<file path="src/rtl/fifo_read_arbiter_if.sv">
// rtl/fifo_read_arbiter_if.sv - read-side bundle between the FIFO bank, the arbiter and the consumer
interface fifo_read_arbiter_if #(
    parameter int WIDTH = 8,
    parameter int N_CH  = 4,
    parameter int CH_W  = 2
);
    logic [N_CH-1:0]       empty;
    logic [N_CH*WIDTH-1:0] rdata;
    logic [N_CH-1:0]       read;
    logic [N_CH-1:0]       grant;
    logic [WIDTH-1:0]      m_data;
    logic [CH_W-1:0]       m_chan;
    logic                  m_valid;
    logic                  m_ready;

    modport master (
        input  empty, rdata, m_ready,
        output read, grant, m_data, m_chan, m_valid
    );

    modport slave (
        output empty, rdata, m_ready,
        input  read, grant, m_data, m_chan, m_valid
    );
endinterface

</file>
<file path="src/rtl/fifo_read_arbiter.sv">
// rtl/fifo_read_arbiter.sv - round-robin burst scheduler draining N_CH FIFOs into one tagged stream
module fifo_read_arbiter #(
    parameter int WIDTH = 8,
    parameter int N_CH  = 4,
    parameter int CH_W  = 2,
    parameter int BURST = 4
) (
    input  logic                i_read_clk,
    input  logic                i_rst,
    fifo_read_arbiter_if.master bus
);
    typedef enum logic {IDLE, SERVE} state_t;

    localparam logic [7:0] BURST_C = 8'(BURST);

    state_t           r_state, w_state_nxt;
    logic [CH_W-1:0]  r_owner, w_owner_nxt;
    logic [CH_W-1:0]  r_last, w_last_nxt;
    logic [N_CH-1:0]  r_grant, w_grant_nxt;
    logic [7:0]       r_cnt, w_cnt_nxt;
    logic             r_inflight;
    logic [CH_W-1:0]  r_infl_chan;
    logic [WIDTH-1:0] r_data [2];
    logic [CH_W-1:0]  r_chan [2];
    logic [1:0]       r_occ;

    logic             w_pop, w_credit, w_issue, w_rotate, w_found;
    logic [CH_W-1:0]  w_base, w_pick;
    logic [WIDTH-1:0] w_rword;

    function automatic logic [CH_W-1:0] wrap_add(input logic [CH_W-1:0] base, input int k);
        int s;
        s = int'(base) + k;
        if (s >= N_CH) s = s - N_CH;
        return CH_W'(s);
    endfunction

    // Priority search starts just after the base channel; the base itself is checked last.
    assign w_base = (r_state == SERVE) ? r_owner : r_last;

    always_comb begin
        w_found = 1'b0;
        w_pick  = '0;
        for (int k = N_CH; k >= 1; k--) begin
            if (!bus.empty[wrap_add(w_base, k)]) begin
                w_found = 1'b1;
                w_pick  = wrap_add(w_base, k);
            end
        end
    end

    // Reads are credited against the skid buffer so it can never overflow.
    assign w_pop    = (r_occ != 2'd0) & bus.m_ready;
    assign w_credit = ({1'b0, r_occ} + {2'b00, r_inflight}) < (3'd2 + {2'b00, w_pop});

    always_comb begin
        w_state_nxt = r_state;
        w_owner_nxt = r_owner;
        w_last_nxt  = r_last;
        w_grant_nxt = r_grant;
        w_cnt_nxt   = r_cnt;
        w_issue     = 1'b0;
        w_rotate    = 1'b0;
        case (r_state)
            IDLE: begin
                if (w_found) begin
                    w_state_nxt         = SERVE;
                    w_owner_nxt         = w_pick;
                    w_grant_nxt         = '0;
                    w_grant_nxt[w_pick] = 1'b1;
                    w_cnt_nxt           = '0;
                end
            end
            SERVE: begin
                w_issue  = (r_cnt != BURST_C) & ~bus.empty[r_owner] & w_credit;
                w_rotate = (r_cnt == BURST_C) | bus.empty[r_owner];
                if (w_issue) begin
                    w_cnt_nxt = r_cnt + 8'd1;
                end else if (w_rotate) begin
                    w_last_nxt = r_owner;
                    w_cnt_nxt  = '0;
                    if (w_found) begin
                        w_owner_nxt         = w_pick;
                        w_grant_nxt         = '0;
                        w_grant_nxt[w_pick] = 1'b1;
                    end else begin
                        w_state_nxt = IDLE;
                        w_grant_nxt = '0;
                    end
                end
            end
            default: w_state_nxt = IDLE;
        endcase
    end

    always_comb begin
        w_rword = '0;
        for (int i = 0; i < N_CH; i++) begin
            if (r_infl_chan == CH_W'(i)) w_rword = bus.rdata[i*WIDTH +: WIDTH];
        end
    end

    always_ff @(posedge i_read_clk or posedge i_rst) begin
        if (i_rst) begin
            r_state     <= IDLE;
            r_owner     <= '0;
            r_last      <= CH_W'(N_CH - 1);
            r_grant     <= '0;
            r_cnt       <= '0;
            r_inflight  <= 1'b0;
            r_infl_chan <= '0;
            r_data[0]   <= '0;
            r_data[1]   <= '0;
            r_chan[0]   <= '0;
            r_chan[1]   <= '0;
            r_occ       <= '0;
        end else begin
            r_state     <= w_state_nxt;
            r_owner     <= w_owner_nxt;
            r_last      <= w_last_nxt;
            r_grant     <= w_grant_nxt;
            r_cnt       <= w_cnt_nxt;
            r_inflight  <= w_issue;
            r_infl_chan <= r_owner;
            // The word strobed last cycle is on rdata now; entry 0 is always the head.
            case ({r_inflight, w_pop})
                2'b10: begin
                    if (r_occ == 2'd0) begin
                        r_data[0] <= w_rword;
                        r_chan[0] <= r_infl_chan;
                    end else begin
                        r_data[1] <= w_rword;
                        r_chan[1] <= r_infl_chan;
                    end
                    r_occ <= r_occ + 2'd1;
                end
                2'b01: begin
                    r_data[0] <= r_data[1];
                    r_chan[0] <= r_chan[1];
                    r_occ     <= r_occ - 2'd1;
                end
                2'b11: begin
                    if (r_occ == 2'd1) begin
                        r_data[0] <= w_rword;
                        r_chan[0] <= r_infl_chan;
                    end else begin
                        r_data[0] <= r_data[1];
                        r_chan[0] <= r_chan[1];
                        r_data[1] <= w_rword;
                        r_chan[1] <= r_infl_chan;
                    end
                end
                default: ;
            endcase
        end
    end

    assign bus.read    = w_issue ? r_grant : '0;
    assign bus.grant   = r_grant;
    assign bus.m_valid = (r_occ != 2'd0);
    assign bus.m_data  = r_data[0];
    assign bus.m_chan  = r_chan[0];
endmodule
</file>
<file path="src/flat_wrapper.sv">
// flat-port wrapper written by rule: the top's interface ports become plain ports
module fifo_read_arbiter_flat 
#(
    parameter int WIDTH = 8,
    parameter int N_CH  = 4,
    parameter int CH_W  = 2,
    parameter int BURST = 4
)
  (i_read_clk, i_rst, bus_empty, bus_rdata, bus_m_ready, bus_read, bus_grant, bus_m_data, bus_m_chan, bus_m_valid);
  fifo_read_arbiter_if #(.WIDTH(WIDTH), .N_CH(N_CH), .CH_W(CH_W)) bus_i ();
  input  logic i_read_clk;
  input  logic i_rst;
  input wire logic [$bits(bus_i.empty)-1:0] bus_empty;
  input wire logic [$bits(bus_i.rdata)-1:0] bus_rdata;
  input wire logic [$bits(bus_i.m_ready)-1:0] bus_m_ready;
  output wire logic [$bits(bus_i.read)-1:0] bus_read;
  output wire logic [$bits(bus_i.grant)-1:0] bus_grant;
  output wire logic [$bits(bus_i.m_data)-1:0] bus_m_data;
  output wire logic [$bits(bus_i.m_chan)-1:0] bus_m_chan;
  output wire logic [$bits(bus_i.m_valid)-1:0] bus_m_valid;
  assign bus_i.empty = bus_empty;
  assign bus_i.rdata = bus_rdata;
  assign bus_i.m_ready = bus_m_ready;
  assign bus_read = bus_i.read;
  assign bus_grant = bus_i.grant;
  assign bus_m_data = bus_i.m_data;
  assign bus_m_chan = bus_i.m_chan;
  assign bus_m_valid = bus_i.m_valid;
  fifo_read_arbiter #(.WIDTH(WIDTH), .N_CH(N_CH), .CH_W(CH_W), .BURST(BURST)) u_core (.i_read_clk(i_read_clk), .i_rst(i_rst), .bus(bus_i));
endmodule
</file>
<file path="config.mk">
export PLATFORM = sky130hd
export DESIGN_NAME = fifo_read_arbiter_flat
export DESIGN_NICKNAME = d
export VERILOG_FILES = /design/src/rtl/fifo_read_arbiter_if.sv /design/src/rtl/fifo_read_arbiter.sv /design/src/flat_wrapper.sv
export SDC_FILE = /design/constraint.sdc
export NUM_CORES = 1
export LEC_CHECK = 0
export ABC_AREA = 0
export CAP_MARGIN = 20
export CELL_PAD_IN_SITES_DETAIL_PLACEMENT = 2
export CELL_PAD_IN_SITES_GLOBAL_PLACEMENT = 2
export CORE_MARGIN = 2
export CORE_UTILIZATION = 23
export CTS_CLUSTER_DIAMETER = 80
export DETAILED_ROUTE_END_ITERATION = 16
export PLACE_DENSITY = 0.67
export SLEW_MARGIN = 5
export SYNTH_ARGS = -nofsm -noshare
export SYNTH_HDL_FRONTEND = slang
export SYNTH_SLANG_ARGS = --single-unit
export TNS_END_PERCENT = 5
</file>
<file path="constraint.sdc">
create_clock -name i_read_clk -period 6.1 [get_ports i_read_clk]
set_input_delay 1.22 -clock i_read_clk [delete_from_list [all_inputs] [get_ports i_read_clk]]
set_output_delay 1.22 -clock i_read_clk [all_outputs]
set_load 0.05 [all_outputs]
</file>
==> flow_summary.json, run 1 <==
{
  "reg2reg_depth": 10,
  "endpoint_kind": "primary output",
  "final_nets": 312,
  "post_cts_buffers": 0,
  "whs_path_depth": 1,
  "worstPathRequired_ps": 4880,
  "seq_power_share_pct": 32.2,
  "slew_headroom_pct": 30.86,
  "grt_overflow": 0,
  "regToRegSetupSlack_ps": 3400,
  "die_h_um": 104.7,
  "rsz0062_at_grt": "no",
  "top_level_ports": 58,
  "vdd_drop_max_v": 0.0001850,
  "rr_startpoint": "u_core.r_occ[0]",
  "intPower_uw": 857.6,
  "highest_layer": "met4",
  "row_count": 36,
  "p_leak_nw": 1.263,
  "first_global_vias": 2083,
  "async_reset_ff_share_pct": 100.0,
  "hp-class": "reg2reg",
  "fmax_mhz": 201.7,
  "cts_hold_buf": 0,
  "clk_path_buf_depth": 2,
  "ys_seq_area_share_pct": 45.15,
  "powerDensity_mw_per_mm2": 516.9,
  "synth_nets": 261,
  "grt_max_degree": 43,
  "switching_share_pct": 46.01,
  "synth_cell_type_count": 43,
  "clock-sinks": 42,
  "regToRegEndpoint": "u_core.r_data[5]",
  "clk_pin_slew_worst_paths_ps": 80,
  "period_minus_slack_ps": 4958,
  "layout_common_cells": "clkdlybuf4s50_1, dfrtp_1, nand2_1",
  "core_area_sq_mm": 0.009819,
  "port_buffers": 57,
  "wire_per_inst_um": 16.45,
  "hold_viol_final": 0,
  "setup_slack_ps": 1142,
  "die-area_sq_mm": 0.01097,
  "hold_end": "u_core.r_cnt[7]",
  "synth_edf_count": 0,
  "status": "complete, no violations",
  "vias_per_cell": 4.769,
  "synthSimpleGateAreaFrac_pct": 9.276,
  "maxCapViolations": 0,
  "final_cells": 398,
  "drtAntennaViolNets": 0,
  "dp_cells": 390,
  "synthMuxAreaShare_pct": 16.35,
  "hold_ws_ps": 474.4,
  "synth.avg_cell_area_sq_um": 10.96,
  "path_class": "in2out",
  "synth_top_family_by_area": "compound AO/OA/AOI/OAI gates",
  "routabilityCongestion": 0.6987,
  "synth-xor-area-share_pct": 0.7507,
  "n_antenna_cell": 0,
  "setup_tns_ps": 0,
  "period_share_pct": 81.29,
  "insertion_delay_ps": 300,
  "dp_hpwl_mm": 4.993,
  "crit_path_start_kind": "input port",
  "htreeDepth": 2,
  "fin_util_pct": 31.29,
  "ys.flop_type": "dfrtp_1",
  "final_common_cell": "clkdlybuf4s50_1",
  "clkPwrFrac_pct": 11.6,
  "ys_seq_elements": 42,
  "hp-start": "u_core.r_cnt[7]",
  "syn_to_final_growth_pct": 31.69,
  "start_util_pct": 23.76,
  "grt_pass1_wl_mm": 11.05,
  "crit_fanout": 11,
  "worst_ep_arrival_time_ps": 3740,
  "wl_met2_mm": 3.562,
  "synth_top_area_share_pct": 42.90,
  "route.met3.wl_um": 189,
  "synth_area_sq_mm": 0.002333,
  "clockRootBuffer": "clkbuf_8",
  "yosys.area_share.adder_pct": 4.826,
  "routed_wl_mm": 6.547,
  "grt_use_total_pct": 12.61,
  "maxSlewViolCount": 0,
  "yosys-top-cells-area": "dfrtp_1, mux4_2, mux2_2",
  "p_comb_share_pct": 56.2,
  "wirelength_met1_mm": 2.745,
  "die_w_um": 104.7,
  "tritoncts": "yes",
  "cts_buffers": 5,
  "postSynthCellCount": 213,
  "firstDrtPassIters": 4,
  "cts_resized": 0,
  "switching_power_uw": 730.8,
  "finalSetupViolCount": 0,
  "clock_skew_ps": 10.14,
  "synth_compound_area_share_pct": 17.32,
  "drive_gt1_share_pct": 14.34,
  "grt_antenna_before_repair": 0,
  "drc": 0,
  "drtIter0Drc": 48,
  "num_vias": 1898,
  "synth_top_cell_by_area": "dfrtp_1",
  "place_ws_ps": 1130,
  "worst_pin_slew_ps": 1037,
  "yosysWarnings": 0
}
==> metrics by stage <==
stage                     power (mW)  area (sq um)
after global placement         1.392          2987
after CTS                      1.618          3073
after floorplan                1.178          2333
final                          1.588          3073
after detailed placement       1.428          2987
after global routing           1.718          3073
==> cell usage after synthesis (all sizes together), types with 2 or more instances <==
cell    number
nand2       24
xnor2        2
a211oi       3
ha           9
mux2        15
o31ai        2
inv         11
a21o         4
a22oi       10
nor2         7
a21oi        9
dfstp        2
mux4         9
nand4        3
dfrtp       40
o21ai       22
and3         3
nand2b       2
buf         13
a41oi        2
clkbuf       3
==> registers in the layout (all words and copies together), names as in the netlist <==
| signal | flops |
|---|---|
| u_core.r_infl_chan | 2 |
| u_core.r_occ | 2 |
| u_core.r_inflight | 1 |
| u_core.r_last | 2 |
| u_core.r_data | 8 |
| u_core.bus.m_chan | 2 |
| u_core.bus.m_data | 8 |
| u_core.r_owner | 2 |
| u_core.r_chan | 2 |
| u_core.r_state | 1 |
| u_core.r_cnt | 8 |
| u_core.bus.grant | 4 |
==> critical path, stage by stage <==
cell and delay, ps:
clkdlybuf4s50_1 500, mux4_2 510, a211o_1 390, nor3_1 270, clkdlybuf4s50_1 840
==> area by class of cell <==
class                      instances  area (sq um)
tap                              133         166.4
timing repair buffer              60         593.1
inverter                          11         41.29
multi-input combinational        144          1132
fill                            1115          6746
clock inverter                     2         13.76
clock buffer                       6         72.57
sequential                        42          1054
==> cell families (layout without fill, tap and decap cells) <==
kind of cell               Yosys count  after routing
AOI/OAI and AO/OA                   62             62
and+or+nand+nor                     46             46
DFF                                 42             42
buffers and inverters               27             79
muxes                               25             25
adders and majority gates            9              9
xor gates and xnor gates             2              2
==> how the worst max path moves through the flow <==
stage	startpoint	cells after the start	slack, ps	end
2_1_floorplan	bus_empty[3]	4	1720	bus_read[2]
3_3_place_gp	bus_empty[3]	5	1180	bus_read[2]
3_5_place_dp	bus_empty[3]	5	1130	bus_read[2]
4_1_cts	bus_empty[3]	5	1130	bus_read[2]
5_1_grt	bus_empty[3]	5	1030	bus_read[2]
6_report	bus_empty[1]	5	1140	bus_read[2]
==> metal layers <==
layer  global-route usage, %  vias to the layer above
li1                        -                      878
met2                   23.19                       32
met4                   3.714                        0
met5                       0                        -
met3                   2.433                        2
met1                   14.76                      986
==> power by group through the flow <==
stage	logic, mW	clock network (mW)	registers, mW
global route	0.978	0.206	0.534
finish	0.893	0.184	0.511
detailed placement	0.906	0	0.521
CTS	0.909	0.194	0.516
global placement	0.879	0	0.514
floorplan	0.687	0	0.492
Note: power is estimated with default switching activity, not from simulation.
==> run 2, diff against run 1 <==
--- a/config.mk
+++ b/config.mk
@@ -13,7 +13,7 @@
 export CORE_UTILIZATION = 23
 export CTS_CLUSTER_DIAMETER = 80
 export DETAILED_ROUTE_END_ITERATION = 16
-export PLACE_DENSITY = 0.67
+export PLACE_DENSITY = 0.69
 export SLEW_MARGIN = 5
 export SYNTH_ARGS = -nofsm -noshare
 export SYNTH_HDL_FRONTEND = slang
==> constraint.sdc (replaced) <==
create_clock -name i_read_clk -period 4.2 [get_ports i_read_clk]
set_input_delay 0.84 -clock i_read_clk [delete_from_list [all_inputs] [get_ports i_read_clk]]
set_output_delay 0.84 -clock i_read_clk [all_outputs]
set_load 0.05 [all_outputs]
==> run 2 against run 1 <==
Compared with the run above:
- non-clock buffer count grew 2
- final area grew 2.5%
- first-iteration DRC count shrank 44%
- critical path type unchanged
- highest routed layer unchanged
==> flow_summary.json, run 2 (same netlist as run 1, synthesis figures left out) <==
{
  "status": "complete, no violations",
  "drive_gt1_share_pct": 16.85,
  "vias_per_cell": 4.725,
  "drtAntennaViolNets": 0,
  "final_common_cell": "clkdlybuf4s50_1",
  "clk_pin_slew_worst_paths_ps": 80,
  "endpoint_kind": "primary output",
  "path_class": "in2out",
  "vdd_drop_max_v": 0.0002658,
  "cts_buffers": 5,
  "start_util_pct": 23.76,
  "final_nets": 314,
  "powerDensity_mw_per_mm2": 761.8,
  "setup_tns_ps": 0,
  "dp_hpwl_mm": 4.871,
  "clock_skew_ps": 8.115,
  "fmax_mhz": 273.7,
  "htreeDepth": 2,
  "clk_path_buf_depth": 2,
  "worstPathRequired_ps": 3360,
  "grt_antenna_before_repair": 0,
  "clock-sinks": 42,
  "maxSlewViolCount": 0,
  "clockRootBuffer": "clkbuf_8",
  "layout_common_cells": "clkdlybuf4s50_1, dfrtp_1, nand2_1",
  "drtIter0Drc": 27,
  "gr-usage-met2_pct": 21.89,
  "top_level_ports": 58,
  "fillCellCount": 1108,
  "post_cts_buffers": 0,
  "worst_ep_arrival_time_ps": 2810,
  "use_met1_pct": 15.07,
  "slew_headroom_pct": 35.62,
  "period_minus_slack_ps": 3653,
  "first_global_vias": 2138,
  "period_share_pct": 86.99,
  "place_ws_ps": 539.9,
  "core_area_sq_mm": 0.009819,
  "num_vias": 1890,
  "row_count": 36,
  "hp-class": "reg2reg",
  "rsz0062_at_grt": "no",
  "grt_pass1_wl_mm": 11.01,
  "grt_overflow": 0,
  "grt_use_total_pct": 12.48,
  "busiest_layer": "met2",
  "worst_pin_slew_ps": 953.6,
  "p_leak_nw": 1.305,
  "tritoncts": "yes",
  "syn_to_final_growth_pct": 35.01,
  "setup_slack_ps": 546.6,
  "grt_util_met3_pct": 2.682,
  "firstDrtPassIters": 4,
  "die_w_um": 104.7,
  "finalSetupViolCount": 0,
  "routabilityCongestion": 0.7118,
  "grt_max_degree": 43,
  "p_total_mw": 2.400,
  "die_h_um": 104.7,
  "hold_ws_ps": 475.3,
  "hold_viol_final": 0,
  "crit_fanout": 11,
  "routed_wl_mm": 6.484,
  "die-area_sq_mm": 0.01097,
  "insertion_delay_ps": 300,
  "maxCapViolations": 0,
  "cts_hold_buf": 0,
  "drc": 0,
  "wire_per_inst_um": 16.21,
  "n_antenna_cell": 0,
  "crit_path_start_kind": "input port",
  "cts_resized": 0,
  "port_buffers": 57
}
run 2: changes by cell type in the layout (fill, tap and decap cells not counted):
cell             previous run  this run
buf_12                      0         4
buf_4                       3         5
bufinv_16                   0         1
clkbuf_1                    1         0
clkdlybuf4s50_1            57        53
clkinv_2                    1         2
clkinv_4                    1         0
run 2: routing by layer:
metal | share of wire [%] | vias up
li1 | - | 884
met1 | 43 | 957
met2 | 52 | 42
met3 | 4.1 | 7
met4 | 1.3 | 0
met5 | 0 | -
run 2: cell type report:
| class | instances | area, sq um | area share, % |
|---|---|---|---|
| Tap cell | 133 | 166.4 | 5.282 |
| Timing Repair Buffer | 62 | 648.1 | 20.57 |
| Sequential cell | 42 | 1054 | 33.44 |
| Clock inverter | 3 | 40.04 | 1.271 |
| Inverter | 11 | 41.29 | 1.311 |
| Multi-Input combinational cell | 144 | 1132 | 35.94 |
| Clock buffer | 5 | 68.82 | 2.184 |
run 2: power breakdown:
part / internal, mW / leakage, nW / switching, mW / total (mW)
Clock: 0.175 / 0.0579 / 0.148 / 0.323
Combinational: 0.582 / 0.729 / 0.756 / 1.34
Sequential: 0.580 / 0.517 / 0.159 / 0.738
run 2: per-stage QoR:
stage / std cells / cell area [sq um] / util (%)
after detailed placement: 392 / 3042 / 30.98
final: 400 / 3151 / 32.08
after floorplan: 213 / 2333 / -
after CTS: 400 / 3151 / 32.08
after global routing: 400 / 3151 / 32.08
after global placement: 392 / 3042 / 30.98
run 2: worst max-delay path: stages:
cell and delay (ps):
clkdlybuf4s50_1 490, mux4_2 530, a211o_1 390, nor3_1 370, buf_12 190
run 2: final timing paths:
| path | startpoint | end | slack, ps | depth (start not counted) |
|---|---|---|---|---|
| max | bus_empty[3] | bus_read[2] | 550 | 5 |
| min | u_core.r_cnt[7] | u_core.r_cnt[7] | 480 | 1 |
| max reg2reg | u_core.r_cnt[0] | u_core.r_cnt[5] | 1750 | 8 |
| min reg2reg | u_core.r_cnt[7] | u_core.r_cnt[7] | 480 | 1 |
| max in group asynchronous | i_rst | u_core.r_last[1] | 2830 | 3 |
| min in group asynchronous | i_rst | u_core.r_inflight | 980 | 3 |
